--- src/rtl/seq_pattern_tx_if.sv ---
// Handshake and serial-output bundle for seq_pattern_tx.
// The requester drives start/pattern/repeat_cnt; the transmitter returns the serial stream.
interface seq_pattern_tx_if #(
  parameter int WIDTH = 4
) ();
  logic             start;
  logic [WIDTH-1:0] pattern;
  logic [3:0]       repeat_cnt;
  logic             out_bit;
  logic             out_valid;
  logic             ready;
  logic             done;

  modport master (
    output start, pattern, repeat_cnt,
    input  out_bit, out_valid, ready, done
  );

  modport slave (
    input  start, pattern, repeat_cnt,
    output out_bit, out_valid, ready, done
  );
endinterface

--- src/rtl/seq_pattern_tx.sv ---
// Serial pattern transmitter: sends a captured WIDTH-bit pattern MSB first,
// repeat_cnt+1 times, with GAP idle cycles between repetitions.
module seq_pattern_tx #(
  parameter int WIDTH = 4,
  parameter int GAP   = 1
) (
  input  logic          clk,
  input  logic          reset,
  seq_pattern_tx_if.slave tx
);

  localparam int IW = (WIDTH > 1) ? $clog2(WIDTH) : 1;
  localparam int GW = (GAP > 0) ? $clog2(GAP + 1) : 1;
  localparam logic [IW-1:0] IDX_LAST = IW'(WIDTH - 1);
  localparam logic [IW-1:0] IDX_PEN  = IW'(WIDTH - 2);
  localparam logic [GW-1:0] GAP_LAST = (GAP > 0) ? GW'(GAP - 1) : {GW{1'b0}};

  typedef enum logic [1:0] {
    ST_IDLE  = 2'd0,
    ST_SHIFT = 2'd1,
    ST_GAP   = 2'd2
  } state_t;

  state_t           state_r;
  logic [WIDTH-1:0] rot_r;
  logic [IW-1:0]    idx_r;
  logic [3:0]       rep_r;
  logic [GW-1:0]    gap_r;
  logic             out_bit_r;
  logic             out_valid_r;
  logic             done_r;

  // The pattern is kept as a rotating copy so the next bit to send is always
  // the MSB; after WIDTH rotations it is back to the captured value.
  function automatic logic [WIDTH-1:0] rotl1(input logic [WIDTH-1:0] v);
    return {v[WIDTH-2:0], v[WIDTH-1]};
  endfunction

  // Transmit FSM with registered serial outputs.
  always_ff @(posedge clk) begin
    if (reset) begin
      state_r     <= ST_IDLE;
      rot_r       <= {WIDTH{1'b0}};
      idx_r       <= {IW{1'b0}};
      rep_r       <= 4'd0;
      gap_r       <= {GW{1'b0}};
      out_bit_r   <= 1'b0;
      out_valid_r <= 1'b0;
      done_r      <= 1'b0;
    end else begin
      case (state_r)
        ST_IDLE: begin
          if (tx.start) begin
            rot_r       <= rotl1(tx.pattern);
            rep_r       <= tx.repeat_cnt;
            idx_r       <= {IW{1'b0}};
            gap_r       <= {GW{1'b0}};
            out_bit_r   <= tx.pattern[WIDTH-1];
            out_valid_r <= 1'b1;
            done_r      <= 1'b0;
            state_r     <= ST_SHIFT;
          end else begin
            out_bit_r   <= 1'b0;
            out_valid_r <= 1'b0;
            done_r      <= 1'b0;
          end
        end

        ST_SHIFT: begin
          if (idx_r != IDX_LAST) begin
            idx_r       <= idx_r + 1'b1;
            out_bit_r   <= rot_r[WIDTH-1];
            rot_r       <= rotl1(rot_r);
            out_valid_r <= 1'b1;
            // Flag the bit about to be shown if it closes the final repetition.
            done_r      <= (idx_r == IDX_PEN) && (rep_r == 4'd0);
          end else if (rep_r == 4'd0) begin
            state_r     <= ST_IDLE;
            out_bit_r   <= 1'b0;
            out_valid_r <= 1'b0;
            done_r      <= 1'b0;
          end else if (GAP == 0) begin
            rep_r       <= rep_r - 4'd1;
            idx_r       <= {IW{1'b0}};
            out_bit_r   <= rot_r[WIDTH-1];
            rot_r       <= rotl1(rot_r);
            out_valid_r <= 1'b1;
            done_r      <= 1'b0;
          end else begin
            rep_r       <= rep_r - 4'd1;
            gap_r       <= {GW{1'b0}};
            state_r     <= ST_GAP;
            out_bit_r   <= 1'b0;
            out_valid_r <= 1'b0;
            done_r      <= 1'b0;
          end
        end

        ST_GAP: begin
          if (gap_r == GAP_LAST) begin
            state_r     <= ST_SHIFT;
            idx_r       <= {IW{1'b0}};
            out_bit_r   <= rot_r[WIDTH-1];
            rot_r       <= rotl1(rot_r);
            out_valid_r <= 1'b1;
            done_r      <= 1'b0;
          end else begin
            gap_r       <= gap_r + 1'b1;
            out_bit_r   <= 1'b0;
            out_valid_r <= 1'b0;
            done_r      <= 1'b0;
          end
        end

        default: begin
          state_r     <= ST_IDLE;
          out_bit_r   <= 1'b0;
          out_valid_r <= 1'b0;
          done_r      <= 1'b0;
        end
      endcase
    end
  end

  assign tx.ready     = (state_r == ST_IDLE);
  assign tx.out_bit   = out_bit_r;
  assign tx.out_valid = out_valid_r;
  assign tx.done      = done_r;

endmodule

--- src/flat_wrapper.sv ---
// flat-port wrapper written by rule: the top's interface ports become plain ports
module seq_pattern_tx_flat 
#(
  parameter int WIDTH = 4,
  parameter int GAP   = 1
)
  (clk, reset, tx_start, tx_pattern, tx_repeat_cnt, tx_out_bit, tx_out_valid, tx_ready, tx_done);
  seq_pattern_tx_if #(.WIDTH(WIDTH)) tx_i ();
  input  logic clk;
  input  logic reset;
  input wire logic [$bits(tx_i.start)-1:0] tx_start;
  input wire logic [$bits(tx_i.pattern)-1:0] tx_pattern;
  input wire logic [$bits(tx_i.repeat_cnt)-1:0] tx_repeat_cnt;
  output wire logic [$bits(tx_i.out_bit)-1:0] tx_out_bit;
  output wire logic [$bits(tx_i.out_valid)-1:0] tx_out_valid;
  output wire logic [$bits(tx_i.ready)-1:0] tx_ready;
  output wire logic [$bits(tx_i.done)-1:0] tx_done;
  assign tx_i.start = tx_start;
  assign tx_i.pattern = tx_pattern;
  assign tx_i.repeat_cnt = tx_repeat_cnt;
  assign tx_out_bit = tx_i.out_bit;
  assign tx_out_valid = tx_i.out_valid;
  assign tx_ready = tx_i.ready;
  assign tx_done = tx_i.done;
  seq_pattern_tx #(.WIDTH(WIDTH), .GAP(GAP)) u_core (.clk(clk), .reset(reset), .tx(tx_i));
endmodule
--- config.mk ---
export PLATFORM = sky130hd
export DESIGN_NAME = seq_pattern_tx_flat
export DESIGN_NICKNAME = d
export VERILOG_FILES = /design/src/rtl/seq_pattern_tx_if.sv /design/src/rtl/seq_pattern_tx.sv /design/src/flat_wrapper.sv
export SDC_FILE = /design/constraint.sdc
export NUM_CORES = 1
export LEC_CHECK = 0
export CAP_MARGIN = 20
export CORE_UTILIZATION = 45
export DETAILED_ROUTE_END_ITERATION = 16
export GPL_TIMING_DRIVEN = 1
export PLACE_DENSITY_LB_ADDON = 0.3
export REMOVE_ABC_BUFFERS = 1
export SYNTH_ARGS = -nofsm -noshare
export SYNTH_HDL_FRONTEND = slang
export SYNTH_SLANG_ARGS = --single-unit
--- constraint.sdc ---
create_clock -name clk -period 1.8 [get_ports clk]
set_input_delay 0.36 -clock clk [delete_from_list [all_inputs] [get_ports clk]]
set_output_delay 0.36 -clock clk [all_outputs]
set_load 0.005 [all_outputs]
==> results of run 1 <==
==> state kept, by name (all words and copies together), names as in the netlist <==
name	count
u_core.tx.out_bit	1
u_core.rot_r	4
u_core.tx.done	1
u_core.state_r	2
u_core.idx_r	2
u_core.rep_r	4
u_core.tx.out_valid	1
==> synthesized netlist by cell type, drive strengths merged <==
cell type,count
nand3b,2
a221oi,1
inv,7
a21oi,5
nor3b,1
clkbuf,1
or3,1
nor4,4
dfxtp,15
mux2i,6
nand3,1
nor2b,2
and4bb,1
ha,8
nor2,13
buf,3
o21ai,5
xor2,1
nand2,3
or2,1
a211oi,8
a211o,1
nor3,5
o211ai,1
and3,1
nand2b,2
==> routing by layer <==
layer  vias up  share of wire [%]
met1       355                 50
met2        10                 46
met5         -                  0
met4         0                1.3
li1        409                  -
met3         4                2.7
==> power breakdown <==
| part | internal, mW | switching, mW |
|---|---|---|
| logic | 0.129 | 0.118 |
| clock network | 0.0861 | 0.102 |
| registers | 0.360 | 0.0183 |
| total | 0.574 | 0.239 |
==> area by class of cell <==
| type | instances | area share (%) |
|---|---|---|
| clock buffer | 4 | 2.25 |
| inverter | 7 | 2.25 |
| multi-input combinational | 73 | 48.1 |
| sequential | 15 | 25.8 |
| tap | 25 | 2.68 |
| timing repair buffer | 25 | 19.0 |
==> metrics by stage <==
| stage | utilization (%) | hold WS [ps] | total power, mW | cells | setup WS [ps] |
|---|---|---|---|---|---|
| detailed placement | 62.5 | 492 | 0.624 | 144 | -156 |
| global placement | 62.5 | 487 | 0.618 | 144 | -101 |
| global route | 65.4 | 537 | 0.866 | 149 | 22.1 |
| finish | 65.4 | 502 | 0.813 | 149 | 133 |
| floorplan | - | 426 | 0.532 | 95 | 44.3 |
| CTS | 64.0 | 510 | 0.812 | 148 | 14.7 |
==> layout by cell type, fill, tap and decap left out <==
cell type	instances
o21ai_1	1
o21ai_0	3
nor3b_1	1
clkdlybuf4s50_1	13
nand2_1	3
nor2b_2	2
and4bb_2	1
ha_4	1
clkbuf_1	1
xor2_1	1
ha_2	2
mux2i_1	6
dfxtp_1	15
a221oi_2	1
or3_1	1
nand3_1	1
a211oi_4	1
o21ai_2	1
ha_1	5
nand2b_2	1
a211o_1	1
dlygate4sd2_1	1
or2_1	1
nand2b_1	1
nor4_4	1
nand3b_1	2
inv_1	7
clkbuf_4	3
o211ai_1	1
buf_4	11
nor3_1	5
nor4_1	3
nor2_1	13
and3_1	1
a211oi_1	7
a21oi_1	5
==> cell families (layout without fill, tap and decap cells) <==
| group | Yosys count | after routing | share of synthesized area [%] |
|---|---|---|---|
| simple gates | 37 | 37 | 24.0 |
| compound gates | 21 | 21 | 17.7 |
| flops | 15 | 15 | 33.7 |
| buf+inv | 11 | 36 | 5.62 |
| fa+ha+maj | 8 | 8 | 11.2 |
| mux | 6 | 6 | 6.74 |
| xor+xnor | 1 | 1 | 0.983 |
==> tightest hold or removal path, cell delays in order (launching register included) <==
cell	delay, ps
dfxtp_1	330
o21ai_0	70
a211oi_1	60
==> worst paths after layout <==
kind | slack [ps] | cells after the start | endpoint | from
worst max-delay path | 130 | 6 | u_core.rep_r[0]$_SDFFE_PP0P_ | u_core.state_r[0]$_SDFFE_PP0P_
worst min-delay path | 500 | 2 | u_core.tx.out_bit$_SDFF_PP0_ | u_core.rot_r[3]$_SDFFE_PP0P_
worst max register to register | 130 | 6 | u_core.rep_r[0]$_SDFFE_PP0P_ | u_core.state_r[0]$_SDFFE_PP0P_
worst min register to register | 500 | 2 | u_core.tx.out_bit$_SDFF_PP0_ | u_core.rot_r[3]$_SDFFE_PP0P_
==> timing repair <==
item / in CTS / in global routing
pin swaps: 1 / 3
buffers inserted: 0 / 1
setup endpoints to repair: 2 / 4
resized for setup: 2 / 5
==> results by group, run 1 <==
Global routing
  – Largest net degree at the start of global routing: 10
  – GRT met3 Usage: 5.88%
  – Vias in the first global route: 728
  – Initial antenna violation count: 0
  – Most Crowded Layer GR: met2
  – Met1 usage: 25.2%
  – Met2 Track Usage GR: 30.8%
  – Global-route wire length before repair: 2.94 mm
  – Total gr overflow: 0
  – GRT Overall Usage: 19.5%

Cells and area
  – Area Growth Syn to Fin: 30.9%
  – Storage element area: 300 sq um
  – Filler instances: 159
  – Multi-input logic area: 561 sq um
  – Final Cell Area: 1170 sq um
  – Share of cells above drive strength 1: 20.2%
  – Diode count: 0
  – Nets: 144

STA
  – Fmax: 600 MHz
  – Minimum clock period after layout: 1670 ps
  – Final Slew Violations: 0
  – Max_slew headroom: 73.8%
  – Final Setup Violations: 0
  – Worst Tran Pin Value: 392 ps
  – Part of the cycle the worst path needs: 92.6%
  – Final Hold Fails: 0
  – Setup TNS: 0 ps
  – RSZ-0062 raised after global routing: false
  – Clock skew: 1.70 ps

Worst setup path
  – Crit-path cells: buf_4 > ha_4 > and4bb_2 > nor4_4 > o21ai_2 > a221oi_2
  – CP max stage delay: 320 ps
  – CP top delay family: simple AND/OR/NAND/NOR gates
  – CP required: 2000 ps
  – Critical path class: reg -> reg
  – Startpoint Class: register
  – Arrival time at the worst endpoint: 1870 ps
  – CP max-delay cell: dfxtp_1
  – Nature of the critical path endpoint: register
  – CP Buf/Inv Count: 1
  – Maximum fanout along the worst path: 4

Synthesis
  – Synthesis-stage register bit count: 15
  – Yosys top cell by area: dfxtp_1
  – Syn Inst Count: 99
  – Share of the synthesized area in the top cell type: 33.7%
  – Netlist cell types: 34
  – Ys Warns: 0
  – Post-synthesis cell area: 891 sq um
  – Seq/Total Area, Yosys: 33.7%
  – Mean Syn Cell Area: 9.00 sq um
  – Top area cells in the synthesized netlist: dfxtp_1 (34%), ha_1 (11%), mux2i_1 (6.7%), a211oi_1 (5.9%), nor2_1 (5.5%)

CTS
  – Clk root buf: clkbuf_4
  – Num CTS Buffers: 3
  – H-tree levels: 1
  – Hold buffer count at cts: 0
  – CTS sink cnt: 15
  – TritonCTS clock tree: built
  – Reg clk slew, reported paths: 80 ps
  – Skew-Pair Late Insertion Delay: 280 ps
  – Clk buf depth: 2

Flow run
  – Max-Cap Viols: 0

Floorplan
  – Io pins: 15
  – Die footprint: 2160 sq um
  – Die Wd: 46.5 um
  – Starting Density: 50.0%
  – Die Y: 46.5 um
  – Cell Rows: 15
  – Core Area: 1780 sq um

Detailed routing
  – First DRT Iteration DRCs: 6
  – Post-Route WL: 1.74 mm
  – Routed Antenna Nets: 0
  – Avg WL per Cell: 11.7 um
  – DRC violations left: 0
  – TritonRoute pass-1 iters: 3
  – Number of vias per cell: 5.22
  – Via count: 778

Power and ir drop
  – P per Cell Area: 698 nW/um^2
  – Peak VDD IR: 528 uV
  – Leakage: 0.475 nW

Placed design
  – DPL Wire Length: 1.40 mm
  – Port buffer count: 14
  – Cell Area, Placed: 1110 sq um
  – Routability cong.: 0.853

Min path
  – Worst min path class: reg -> reg

Status
  – Status: complete, no violations
No activity file was read; power rests on OpenSTA's default activity.
==> inputs of run 2 (changes only) <==
--- a/config.mk
+++ b/config.mk
@@ -11,6 +11,7 @@
 export GPL_TIMING_DRIVEN = 1
 export PLACE_DENSITY_LB_ADDON = 0.3
 export REMOVE_ABC_BUFFERS = 1
+export SLEW_MARGIN = 15
 export SYNTH_ARGS = -nofsm -noshare
 export SYNTH_HDL_FRONTEND = slang
 export SYNTH_SLANG_ARGS = --single-unit
==> results of run 2 <==
Same layout as run 1: the final DEF is identical, and so are final timing and power.
==> variant 1: new RTL, flow settings as in run 2 <==
The 3 states of `state_t` get a one-hot encoding in 3 bits.
--- a/src/rtl/seq_pattern_tx.sv
+++ b/src/rtl/seq_pattern_tx.sv
@@ -15,10 +15,10 @@
   localparam logic [IW-1:0] IDX_PEN  = IW'(WIDTH - 2);
   localparam logic [GW-1:0] GAP_LAST = (GAP > 0) ? GW'(GAP - 1) : {GW{1'b0}};
 
-  typedef enum logic [1:0] {
-    ST_IDLE  = 2'd0,
-    ST_SHIFT = 2'd1,
-    ST_GAP   = 2'd2
+  typedef enum logic [2:0] {
+    ST_IDLE  = 3'b001,
+    ST_SHIFT = 3'b010,
+    ST_GAP   = 3'b100
   } state_t;
 
   state_t           state_r;
Behaviour: no difference found for any inputs over 10 cycles, from zero or initial values and one cycle with reset high; not proved beyond that.
==> variant 1 against run 2 <==
Sequential cell count rose by 1. Clock power rose by 26%. Wire length down 4.4%. Clock skew grew 0.00063 ns. Sequential share of layout area up 4.7 points. Synthesized cell count fell by 10%. Power decreased by 2.9%. Area after synthesis shrank 9.1%. Fmax fell by 3.7%. Setup slack got worse by 0.063 ns. Final area shrank 8.0%. Critical endpoint is now tx_ready.
==> variant 1: results (changes against run 2) <==
.. list-table::
   :header-rows: 1

   * - Metric
     - Value
   * - Setup Slack @ Placement
     - -0.0451 ns (+0.111 ns)
   * - Leakage component of the power
     - 0.410 nW (-14%)
   * - Largest vdd supply drop
     - 0.525 mV (-0.56%)
   * - Routed metal-1 wirelength
     - 783 um (-9.9%)
   * - Critical path startpoint
     - u_core.state_r[2]
   * - Registers with the highest flip-flop counts
     - u_core.rep_r: 4 flops, u_core.rot_r: 4 flops, u_core.state_r: 3 flops
   * - Routed met3 length
     - 81 um (+72%)
   * - Startpoint of the most critical register-to-register path
     - u_core.rep_r[0]
   * - Top post-synthesis cells by count
     - sky130_fd_sc_hd__dfxtp_1, sky130_fd_sc_hd__nor2_1, sky130_fd_sc_hd__nor3_1
   * - Critical path peak fanout
     - 5 (+1)
   * - Global placement routability congestion
     - 0.862 (+1.0%)
   * - Overall Global Routing Usage
     - 19.5% (+0.022 points)
   * - Wire length of the first global-routing pass
     - 2750 um (-6.6%)
   * - Post-synthesis sequential area ratio
     - 39.6% (+5.9 points)
   * - Synth top area cells
     - sky130_fd_sc_hd__dfxtp_1, sky130_fd_sc_hd__mux2i_1, sky130_fd_sc_hd__ha_1, sky130_fd_sc_hd__nor2_1, sky130_fd_sc_hd__nor3_1
   * - Switching part of the total
     - 25.6% (-3.8 points)
   * - Library cell contributing the largest single delay on the critical path
     - sky130_fd_sc_hd__clkdlybuf4s50_1
   * - Run status
     - finished clean
   * - Cells after synthesis
     - 89 (-10%)
   * - Transition at the pin with the smallest max-transition slack
     - 0.482 ns (+0.0906 ns)
   * - Largest delay share family, worst path
     - buffers and inverters
   * - Routed wl met2
     - 772 um (-3.9%)
   * - Nets
     - 126 (-13%)
   * - Crit path DAT
     - 1.37 ns (-0.50 ns)
   * - Worst clock skew
     - 0.00233 ns (+0.000630 ns)
   * - Number of distinct standard cells referenced by the synthesized netlist
     - 32 (-5.9%)
   * - Share of post-route cells with drive strength above 1
     - 18.0% (-2.1 points)
   * - Number of global-route vias before repair
     - 655 (-10%)
   * - Beginning of the worst hold path
     - u_core.rot_r[0]
   * - Worst Reg2Reg Path Length in Cells
     - 7 (+1)
   * - Detailed-route via count
     - 716 (-8.0%)
   * - Routed wire length
     - 1670 um (-4.4%)
   * - Destination of the worst hold path
     - u_core.rot_r[0]
   * - Count of TritonRoute iterations in the first routing pass
     - 4 (+1)
   * - Pin count of the biggest net entering global routing
     - 15 (+5)
   * - Final HPWL DP
     - 1260 um (-9.7%)
   * - Maximum cell stage delay along the critical path
     - 0.52 ns (+0.20 ns)
variant 1: cell types whose count changed after synthesis, sizes merged, moves of 3 or more:
cell	run 2	this run
ha	8	3
o21ai	5	1
a211oi	8	5
a21o	0	3
nor2	13	10
nor4	4	1
variant 1: power groups by stage:
stage / clock, mW / sequential, mW / combinational [mW]
5_1_grt: 0.262 / 0.401 / 0.170
4_1_cts: 0.251 / 0.397 / 0.155
3_5_place_dp: 0 / 0.405 / 0.154
2_1_floorplan: 0 / 0.400 / 0.0834
6_report: 0.238 / 0.398 / 0.154
3_3_place_gp: 0 / 0.404 / 0.148
variant 1: tightest hold or removal path: cells and delay by family, from the launching register on:
kind / cells / cell delay [ns]
AO/OA/AOI/OAI: 1 / 0.05
AND/OR/NAND/NOR: 1 / 0.09
flip-flops: 1 / 0.32
variant 1: layout make-up:
cell class | instances | area (um2)
multi-input combinational | 63 | 457
tap | 24 | 30.0
clock buffer | 4 | 36.3
sequential | 16 | 327
timing repair buffer | 22 | 200
inverter | 6 | 22.5
fill | 140 | 522
variant 1: repair_timing:
| item | in CTS | in global routing |
|---|---|---|
| gates cloned | 0 | 0 |
| hold endpoints to repair | 0 | 0 |
| gates resized for setup | 2 | 4 |
| setup endpoints to repair | 1 | 6 |
| buffers inserted | 0 | 0 |
variant 1: per-stage QoR:
| step | utilization [%] | instance area (um2) | hold WS (ns) | TNS (ns) |
|---|---|---|---|---|
| floorplan | - | 792 | 0.429 | 0 |
| global placement | 64.1 | 1020 | 0.487 | 0 |
| detailed placement | 64.1 | 1020 | 0.491 | -0.0727 |
| CTS | 66.8 | 1060 | 0.504 | 0 |
| global route | 67.3 | 1070 | 0.534 | 0 |
| finish | 67.3 | 1070 | 0.496 | 0 |
variant 1: kinds of logic (layout without fill, tap and decap cells):
group	count (synthesis)	count (layout)	share of synthesized area, %
mux	6	6	7.42
buf+inv	10	32	4.94
flops	16	16	39.6
fa+ha+maj	3	3	4.64
compound gates	21	21	19.9
xor+xnor	1	1	1.08
simple gates	32	32	22.4
variant 1: metal layers:
metal | vias up | global-route usage, %
met2 | 15 | 30.6
met5 | - | 0
li1 | 373 | -
met4 | 0 | 9.09
met3 | 4 | 6.12
met1 | 324 | 24.2
variant 1: worst max-delay path by stage:
stage | endpoint | cells after the start
2_1_floorplan | u_core.rot_r[0] | 4
3_3_place_gp | u_core.rep_r[2] | 5
3_5_place_dp | u_core.rep_r[1] | 5
4_1_cts | tx_ready | 2
5_1_grt | tx_ready | 2
6_report | tx_ready | 2
==> variant 2: new RTL, config.mk and constraints of run 2 <==
Made on the original files. `WIDTH` is set to 4 in 3 places; all go to 16.
--- a/src/rtl/seq_pattern_tx_if.sv
+++ b/src/rtl/seq_pattern_tx_if.sv
@@ -1,7 +1,7 @@
 // Handshake and serial-output bundle for seq_pattern_tx.
 // The requester drives start/pattern/repeat_cnt; the transmitter returns the serial stream.
 interface seq_pattern_tx_if #(
-  parameter int WIDTH = 4
+  parameter int WIDTH = 16
 ) ();
   logic             start;
   logic [WIDTH-1:0] pattern;
--- a/src/rtl/seq_pattern_tx.sv
+++ b/src/rtl/seq_pattern_tx.sv
@@ -1,7 +1,7 @@
 // Serial pattern transmitter: sends a captured WIDTH-bit pattern MSB first,
 // repeat_cnt+1 times, with GAP idle cycles between repetitions.
 module seq_pattern_tx #(
-  parameter int WIDTH = 4,
+  parameter int WIDTH = 16,
   parameter int GAP   = 1
 ) (
   input  logic          clk,
--- a/src/flat_wrapper.sv
+++ b/src/flat_wrapper.sv
@@ -1,7 +1,7 @@
 // flat-port wrapper written by rule: the top's interface ports become plain ports
 module seq_pattern_tx_flat 
 #(
-  parameter int WIDTH = 4,
+  parameter int WIDTH = 16,
   parameter int GAP   = 1
 )
   (clk, reset, tx_start, tx_pattern, tx_repeat_cnt, tx_out_bit, tx_out_valid, tx_ready, tx_done);
Interface: changed (resized tx_pattern); port bits go from 15 to 27. The function was not compared with the original's and may differ.
==> variant 2 against run 2 <==
Setup slack got worse by 0.036 ns. Synthesized cell count is 66% higher. Sequential cell count up 14. Count of clock-buffer cells in the layout up 3. Largest power group is now combinational logic. Combinational power grew to 7.3 times the old value. Power grew to 4.0 times the old value. Critical path depth shrank 1. Sequential share of layout area is 2.5 points higher. Wire length rose by 98%. Final area grew 77%. Area after synthesis is 68% higher.
==> variant 2: results (changes against run 2) <==
.. list-table::
   :header-rows: 1

   * - Metric
     - Value
   * - Run status
     - finished clean
   * - Setup slack, reg-to-reg
     - 0.1 ns (-0.04 ns)
   * - Count of TritonRoute iterations in the first routing pass
     - 4 (+1)
   * - Maximum level of the CTS H-tree
     - 2 (+1)
   * - Pin count of the biggest net entering global routing
     - 30 (+20)
   * - Global Route met3 Usage
     - 6.71% (+0.83 points)
   * - Detailed-route via count
     - 1,392 (+79%)
   * - Library cell contributing the largest single delay on the critical path
     - sky130_fd_sc_hd__or4b_1
   * - Quantity of gates resized following cts
     - 6 (+4)
   * - Top post-synthesis cells by count
     - sky130_fd_sc_hd__dfxtp_1, sky130_fd_sc_hd__nor2_1, sky130_fd_sc_hd__a211oi_1, sky130_fd_sc_hd__mux2i_1, sky130_fd_sc_hd__a21oi_1
   * - Worst hold slack
     - 0.506 ns (+0.00401 ns)
   * - Relative slew slack
     - 74.4% (+0.65 points)
   * - Crit path DAT
     - 1.97 ns (+0.10 ns)
   * - Routed wl met2
     - 1730 um (+120%)
   * - CTS buffer count
     - 5 (+2)
   * - Mean routed wirelength per cell
     - 13.8 um (+18%)
   * - Global placement routability congestion
     - 0.828 (-2.9%)
   * - Layout filler cell count
     - 274 (+72%)
   * - Setup Slack @ Placement
     - -0.101 ns (+0.0546 ns)
   * - Number of global-route vias before repair
     - 1,270 (+74%)
   * - Worst clock skew
     - 0.00413 ns (+0.00243 ns)
   * - Post-place instance area
     - 1860 um2 (+67%)
   * - Met1 usage in global routing
     - 24.5% (-0.71 points)
   * - Synth top area cells
     - sky130_fd_sc_hd__dfxtp_1, sky130_fd_sc_hd__mux2i_1, sky130_fd_sc_hd__a211oi_1, sky130_fd_sc_hd__ha_1, sky130_fd_sc_hd__nor2_1
   * - Count of buffers from port buffering
     - 26 (+12)
   * - Cells after synthesis
     - 164 (+66%)
   * - Wire length of the first global-routing pass
     - 5470 um (+86%)
   * - Overall Global Routing Usage
     - 20.7% (+1.2 points)
   * - Clock Latency Late Sink
     - 0.33 ns (+0.05 ns)
   * - Grt met2 use
     - 35.1% (+4.2 points)
   * - Post-synthesis sequential area ratio
     - 38.7% (+5.0 points)
   * - Number of distinct standard cells referenced by the synthesized netlist
     - 35 (+2.9%)
   * - Beginning of the worst hold path
     - u_core.rot_r[1]
   * - Registers with the highest flip-flop counts
     - u_core.rot_r: 16 flops, u_core.idx_r: 4 flops, u_core.rep_r: 4 flops
   * - Nets
     - 237 (+65%)
   * - Destination of the worst hold path
     - u_core.rot_r[1]
   * - Largest vdd supply drop
     - 0.959 mV (+82%)
   * - Worst r2r dst
     - u_core.state_r[1]
   * - Critical path peak fanout
     - 5 (+1)
[variant 2: cell count changes after synthesis, sizes merged, moves of 3 or more]
| cell | change |
|---|---|
| nand3 | +3 |
| buf | +5 |
| a21o | +3 |
| a211oi | +9 |
| nor2 | +6 |
| dfxtp | +14 |
| nor4 | -4 |
| a21oi | +9 |
| o31ai | +3 |
| mux2i | +11 |
[variant 2: area by class of cell]
type / count / area (um2) / share of cell area (%)
multi-input cells: 118 / 921 / 44.5
flip-flops and latches: 29 / 584 / 28.2
repair buffers: 45 / 413 / 20.0
clock buffers: 7 / 65.1 / 3.14
well taps: 44 / 55.1 / 2.66
inverters: 7 / 26.3 / 1.27
clock inverters: 1 / 5.00 / 0.242
[variant 2: logic make-up (layout without fill, tap and decap cells)]
family                   Yosys count  count (layout)  synth area share [%]
AO/OA/AOI/OAI                     45              45                  20.1
adder cells (fa/ha/maj)            8               8                  6.67
buffers and inverters             17              60                  5.17
flip-flops                        29              29                  38.7
multiplexers                      17              17                  11.3
AND/OR/NAND/NOR                   48              48                  18.0
[variant 2: worst max-delay path by stage]
| stage | slack (ns) | endpoint |
|---|---|---|
| 2_1_floorplan | -0.39 | u_core.idx_r[0] |
| 4_1_cts | 0.0006 | u_core.rot_r[10] |
| 3_5_place_dp | -0.10 | u_core.rot_r[2] |
| 3_3_place_gp | -0.03 | u_core.state_r[1] |
| 5_1_grt | -0.01 | u_core.rot_r[2] |
| 6_report | 0.1 | u_core.state_r[1] |
[variant 2: power breakdown]
group / total (mW) / internal, mW / switching, mW / leakage (nW)
clock network: 0.465 / 0.226 / 0.239 / 0.0413
registers: 1.01 / 0.863 / 0.143 / 0.240
logic: 1.80 / 0.885 / 0.919 / 0.525
total: 3.28 / 1.97 / 1.30 / 0.806
